[src/rtl/bus_arbiter.sv]
// bus_arbiter: N-master arbiter for the memory bus with wait states, ready stall and completion pulses.
module bus_arbiter #(
   parameter int N_MASTERS   = 2,
   parameter int ADDR_W      = 16,
   parameter int DATA_W      = 8,
   parameter int WAIT_CYCLES = 0,
   parameter int RR_MODE     = 0
) (
   input  logic                          clk,
   input  logic                          rst,
   input  logic [N_MASTERS-1:0]          req_rd,
   input  logic [N_MASTERS-1:0]          req_wr,
   input  logic [N_MASTERS*ADDR_W-1:0]   req_addr,
   input  logic [N_MASTERS*DATA_W-1:0]   req_wdata,
   output logic [N_MASTERS-1:0]          gnt,
   output logic [N_MASTERS-1:0]          done,
   output logic [DATA_W-1:0]             rdata,
   output logic                          busy,
   input  logic                          bus_ready,
   input  logic [DATA_W-1:0]             data_in,
   output logic                          rd_en,
   output logic                          wr_en,
   output logic [ADDR_W-1:0]             addr_out,
   output logic [DATA_W-1:0]             data_out
);
   localparam int PW = N_MASTERS > 1 ? $clog2(N_MASTERS) : 1;
   typedef enum logic {IDLE, ACCESS} state_t;
   state_t r_state, w_next;
   logic [N_MASTERS-1:0] r_gnt, r_done, r_sel, w_act, w_win, w_rot;
   logic [2*N_MASTERS-1:0] w_dbl;
   logic [PW-1:0] r_ptr, w_idx;
   logic [3:0] r_cnt;
   logic [ADDR_W-1:0] r_addr;
   logic [DATA_W-1:0] r_wdata, r_rdata;
   logic r_rd, r_wr, w_any, w_finish, w_rd;
   int w_base;
   // Rotate the request vector so the search always scans upward from bit 0.
   always_comb begin
      w_act = req_rd | req_wr;
      w_base = RR_MODE != 0 ? int'(r_ptr) + 1 : 0;
      w_dbl = {w_act, w_act};
      w_rot = N_MASTERS'(w_dbl >> w_base);
      w_any = 1'b0;
      w_idx = '0;
      for (int i = 0; i < N_MASTERS; i++) begin
         if (!w_any && w_rot[i]) begin
            w_any = 1'b1;
            w_idx = PW'(w_base + i >= N_MASTERS ? w_base + i - N_MASTERS : w_base + i);
         end
      end
      w_win = w_any ? (N_MASTERS'(1) << w_idx) : '0;
      w_rd = |(req_rd & w_win);
      w_finish = r_cnt == 4'd0 && bus_ready;
   end
   always_comb begin
      w_next = r_state;
      if (r_state == IDLE && w_any) w_next = ACCESS;
      if (r_state == ACCESS && w_finish) w_next = IDLE;
   end
   always_ff @(posedge clk or posedge rst) begin
      if (rst) r_state <= IDLE;
      else r_state <= w_next;
   end
   always_ff @(posedge clk or posedge rst) begin
      if (rst) begin
         r_gnt <= '0;
         r_done <= '0;
         r_sel <= '0;
         r_ptr <= PW'(N_MASTERS - 1);
         r_cnt <= '0;
         r_rd <= 1'b0;
         r_wr <= 1'b0;
         r_addr <= '0;
         r_wdata <= '0;
         r_rdata <= '0;
      end else begin
         r_gnt <= '0;
         r_done <= '0;
         if (r_state == IDLE && w_any) begin
            r_gnt <= w_win;
            r_sel <= w_win;
            r_ptr <= w_idx;
            r_cnt <= 4'(WAIT_CYCLES);
            r_rd <= w_rd;
            r_wr <= !w_rd && |(req_wr & w_win);
            r_addr <= req_addr[w_idx*ADDR_W +: ADDR_W];
            r_wdata <= w_rd ? '0 : req_wdata[w_idx*DATA_W +: DATA_W];
         end else if (r_state == ACCESS) begin
            if (w_finish) begin
               r_done <= r_sel;
               r_rd <= 1'b0;
               r_wr <= 1'b0;
               r_addr <= '0;
               r_wdata <= '0;
               if (r_rd) r_rdata <= data_in;
            end else if (r_cnt != 4'd0) r_cnt <= r_cnt - 4'd1;
         end
      end
   end
   assign gnt = r_gnt;
   assign done = r_done;
   assign rdata = r_rdata;
   assign busy = r_state == ACCESS;
   assign rd_en = r_rd;
   assign wr_en = r_wr;
   assign addr_out = r_addr;
   assign data_out = r_wdata;
endmodule

[config.mk]
export PLATFORM = sky130hd
export DESIGN_NAME = bus_arbiter
export DESIGN_NICKNAME = d
export VERILOG_FILES = /design/src/rtl/bus_arbiter.sv
export SDC_FILE = /design/constraint.sdc
export NUM_CORES = 1
export LEC_CHECK = 0
export ABC_CLOCK_PERIOD_IN_PS = 1620
export BUFFER_PORTS_ARGS = -buffer_cell sky130_fd_sc_hd__buf_4
export CORE_UTILIZATION = 41
export DETAILED_ROUTE_END_ITERATION = 10
export GPL_TIMING_DRIVEN = 0
export PLACE_DENSITY = 0.85
export SLEW_MARGIN = 20
export SYNTH_ARGS = -nofsm -noshare
export SYNTH_HDL_FRONTEND = slang
export SYNTH_SLANG_ARGS = --single-unit
export TNS_END_PERCENT = 20
[constraint.sdc]
create_clock -name clk -period 1.62 [get_ports clk]
set_input_delay 0.324 -clock clk [delete_from_list [all_inputs] [get_ports clk]]
set_output_delay 0.324 -clock clk [all_outputs]
set_load 0.005 [all_outputs]
==> out/results.txt <==
The region available for standard cell placement spans 4500 um2. The analysis attributes to net switching a power of 1.49 mW. Synthesis instantiated 31 different standard cells from the library. For hold timing, the worst endpoint is gnt[1]. The count of max-cap constraint violations came out at 0. STA classifies the critical path startpoint as a register. Routability-driven placement finished with a final weighted congestion of 0.769. The number of antenna violations at the first check in global routing was 0.

The min-delay analysis places its worst path in the category input port to register. For this configuration, the core starts out at a cell density of 44.2%. Counting along the longest clock path gives a buffer depth of 2. Derived from the worst setup path, the maximum achievable clock frequency is 600 MHz. The met3 capacity usage during global routing is 4.36%. The clock latency on the worst-skew pair is 0.29 ns.

The final reports fail on setup timing. In this run the critical register-to-register path is launched from r_cnt[1]. The classification of the worst setup path is register to register. The H-tree generated during clock tree synthesis spans 2 levels. The proportion of layout cells with a drive suffix above 1 is 53.9%, and the CTS buffer count is 5.

The setup slack after placement was -0.200 ns. Setup repair after global routing could not meet its margin everywhere. Setup total negative slack on the finished layout was measured at -0.285 ns.

0 antenna diodes ended up in the layout. Cell internal power was estimated by the tool at 3.42 mW. The run gives 8080 um as the first-pass GRT wire length.

The die outline area was 5140 um2; the global route total overflow was 0. At the worst endpoint, the required time is 1.79 ns. The pin count of the biggest net entering global routing came out at 33. The root buffer cell chosen for the clock tree is sky130_fd_sc_hd__clkbuf_8. Die extent in y: 71.7 um.

The run finished, with violations left. For the pin with the worst max-slew slack, the measured transition is 0.796 ns. The final critical-path share of the clock period came out at 103%. In this run the tightest slew margin relative to its limit is 46.6%. The worst-case IR drop observed on VDD is 0.679 mV. Of all nets on the critical path, the largest fanout is 8. The number of DRC markers after the initial detailed-route iteration was 93; the power per standard cell area was 1610 nW/um2.

In the synthesized netlist, the number of instances is 154. The floorplan has 24 rows. The layout-stage area growth over the synthesis result came out at 53.2%. Global routing used 20.5% of the available tracks. 102 I/O pins were placed. After layout, the minimum clock period comes to 1.67 ns. The worst clock skew on the final layout was 0.00417 ns. Post-synthesis average cell area: 12.9 um2.

In this run the critical register-to-register path is captured at rdata[6]. The run gives 1.57 nW as the cell leakage power. The layer flagged by global routing as most heavily used is met2.

The run gives 2840 um2 as the post-place instance area. In this run the horizontal extent of the chip is 71.7 um. The clock drives 45 sinks. The tools report the final design area excluding fillers as 3050 um2. The Yosys step of the flow raised 0 warnings.

The startpoint identified for the worst hold timing path is req_rd[0]. The logs give -0.0463 ns for the worst setup margin and 5010 um for the total detailed-routing wirelength. TritonCTS built the clock tree. Dividing the detail-routed wire length by the instance count gives 15.5 um. The first detailed-routing pass ran for 4 iterations.

The logs give 1990 um2 for the combined area of all synthesized cells and 67.8% for the final core area utilization. Counting cells, the worst reg-to-reg path comes to 7. The port buffer count was 101; the power after layout was 4.92 mW. Dividing the detail-routed via count by the number of cells gives 5.35. The HPWL after detailed placement is 3670 um. The sequential fraction of the synthesis area is 56.5%, and the hold path depth is 2. The slack of the worst reg-to-reg path is -0.05 ns, and the CTS clock-pin slew for the worst setup and hold paths is 0.08 ns. The number of nets still failing antenna checks after routing came out at 0.

The detailed router placed 1,729 vias in this run. The arrival time reported for the critical path endpoint is 1.84 ns. The count of state elements after synthesis was 45; the number of DRC violations after detailed routing was 0. For this run, global-route usage on met2 was measured as 34.6%.

The post-layout net count is 334, and the via count of the first global-routing pass is 1,745. The proportion of power drawn by flip-flops and latches is 38.2%, and the net count after synthesis is 218. The final count of hold timing violations is 0, and the count of fill cells added during filler insertion is 353. In this run switching power makes up 30.4% of total power. The worst setup path is captured at a register. The final number of setup-violating endpoints is 8, and the total count of max-transition violations in the final report is 0. Of the total power, the clock network draws 17.6%. The run gives 44.2% as the combinational fraction of design power. The met1 layer usage reported by global route came out at 26.4%.
-- Yosys cell counts, drive strengths merged --
library cell	number	area, um2
dfrtp	45	1130
o2bb2ai	25	219
o22ai	16	100
nor2	10	45.0
buf	8	61.3
mux2	8	120
mux2i	8	80.1
inv	5	18.8
o21ai	4	23.8
a21oi	3	15.0
a22o	3	26.3
a21o	2	15.0
and2	2	15.0
and3	2	12.5
clkbuf	2	7.51
nand2	2	23.8
a21bo	1	10.0
ha	1	12.5
nand3	1	5.00
nor2b	1	6.26
nor3	1	5.00
nor3b	1	18.8
nor4	1	6.26
or4b	1	10.0
xnor2	1	8.76
-- final cells by class --
type	count	area, um2	share of cell area [%]
sequential	45	1130	36.9
timing repair buffer	109	837	27.4
multi-input combinational	94	816	26.7
clock buffer	7	86.3	2.83
buffer	10	72.6	2.38
tap	52	65.1	2.13
clock inverter	1	30.0	0.984
inverter	5	18.8	0.615
-- metrics by stage --
stage	hold slack (ns)	std cells
2_1_floorplan	0.395	154
3_3_place_gp	0.453	307
3_5_place_dp	0.298	308
4_1_cts	0.204	321
5_1_grt	0.209	323
6_report	0.212	323
-- routing by layer --
| metal | part of all wire [%] | up-vias |
|---|---|---|
| met2 | 50 | 73 |
| met4 | 1.2 | 0 |
| met5 | 0 | - |
| met3 | 6.3 | 7 |
| met1 | 43 | 839 |
| li1 | - | 810 |
-- layout by cell type (no fill, tap or decap), types with 2 or more instances in the layout --
master,count
sky130_fd_sc_hd__a21o_1,2
sky130_fd_sc_hd__a21oi_1,3
sky130_fd_sc_hd__a22o_1,3
sky130_fd_sc_hd__and2_2,2
sky130_fd_sc_hd__and3_1,2
sky130_fd_sc_hd__buf_2,4
sky130_fd_sc_hd__buf_4,107
sky130_fd_sc_hd__buf_6,3
sky130_fd_sc_hd__clkbuf_1,3
sky130_fd_sc_hd__clkbuf_8,6
sky130_fd_sc_hd__dfrtp_1,45
sky130_fd_sc_hd__inv_1,2
sky130_fd_sc_hd__inv_2,3
sky130_fd_sc_hd__mux2_4,8
sky130_fd_sc_hd__mux2i_1,8
sky130_fd_sc_hd__nor2_1,9
sky130_fd_sc_hd__o21ai_0,2
sky130_fd_sc_hd__o22ai_1,16
sky130_fd_sc_hd__o2bb2ai_1,21
sky130_fd_sc_hd__o2bb2ai_2,4
-- cells by family after synthesis --
kind of cell             after synthesis  synth area share (%)
flip-flops                            45                  56.5
buffers and inverters                 15                  4.40
XOR/XNOR                               1                 0.440
multiplexers                          16                  10.1
AO/OA/AOI/OAI                         54                  20.5
adder cells (fa/ha/maj)                1                 0.628
AND/OR/NAND/NOR                       22                  7.41
-- critical path, stage by stage, from the launching register on --
cell and delay, ns:
sky130_fd_sc_hd__dfrtp_1 0.41, sky130_fd_sc_hd__inv_2 0.08, sky130_fd_sc_hd__ha_4 0.13, sky130_fd_sc_hd__nor3b_4 0.18, sky130_fd_sc_hd__and3_1 0.19, sky130_fd_sc_hd__buf_6 0.14
sky130_fd_sc_hd__nand2_8 0.09, sky130_fd_sc_hd__mux2_4 0.32
-- sequential cells by signal, indices dropped and copies added (netlist names) --
signal,flops
gnt,2
rd_en,1
wr_en,1
data_out,8
done,2
busy,1
addr_out,16
r_cnt,4
rdata,8
r_sel,2
-- worst max path at each step --
stage,endpoint,startpoint,cells past startpoint
global placement,data_out[2],rst,2
detailed placement,rdata[6],r_cnt[0],7
global route,rdata[6],r_cnt[1],7
CTS,rdata[6],r_cnt[0],7
finish,rdata[6],r_cnt[1],7
floorplan,rdata[0],r_cnt[0],7
-- power by group through the flow --
| stage | logic (mW) | registers [mW] | clock network [mW] |
|---|---|---|---|
| finish | 2.17 | 1.88 | 0.864 |
| global route | 2.37 | 1.93 | 0.927 |
| CTS | 2.07 | 1.87 | 0.883 |
| detailed placement | 1.98 | 1.89 | 0 |
| global placement | 1.91 | 1.87 | 0 |
| floorplan | 1.00 | 1.89 | 0 |
-- timing repair --
item	in CTS	in global routing
setup endpoints to repair	34	30
endpoints found under the hold margin	13	0
pin swaps	3	3
hold buffers	1	0
gates cloned	0	0
resized for setup	0	9
setup buffers	4	2
Power figures use the tool's default switching activity.
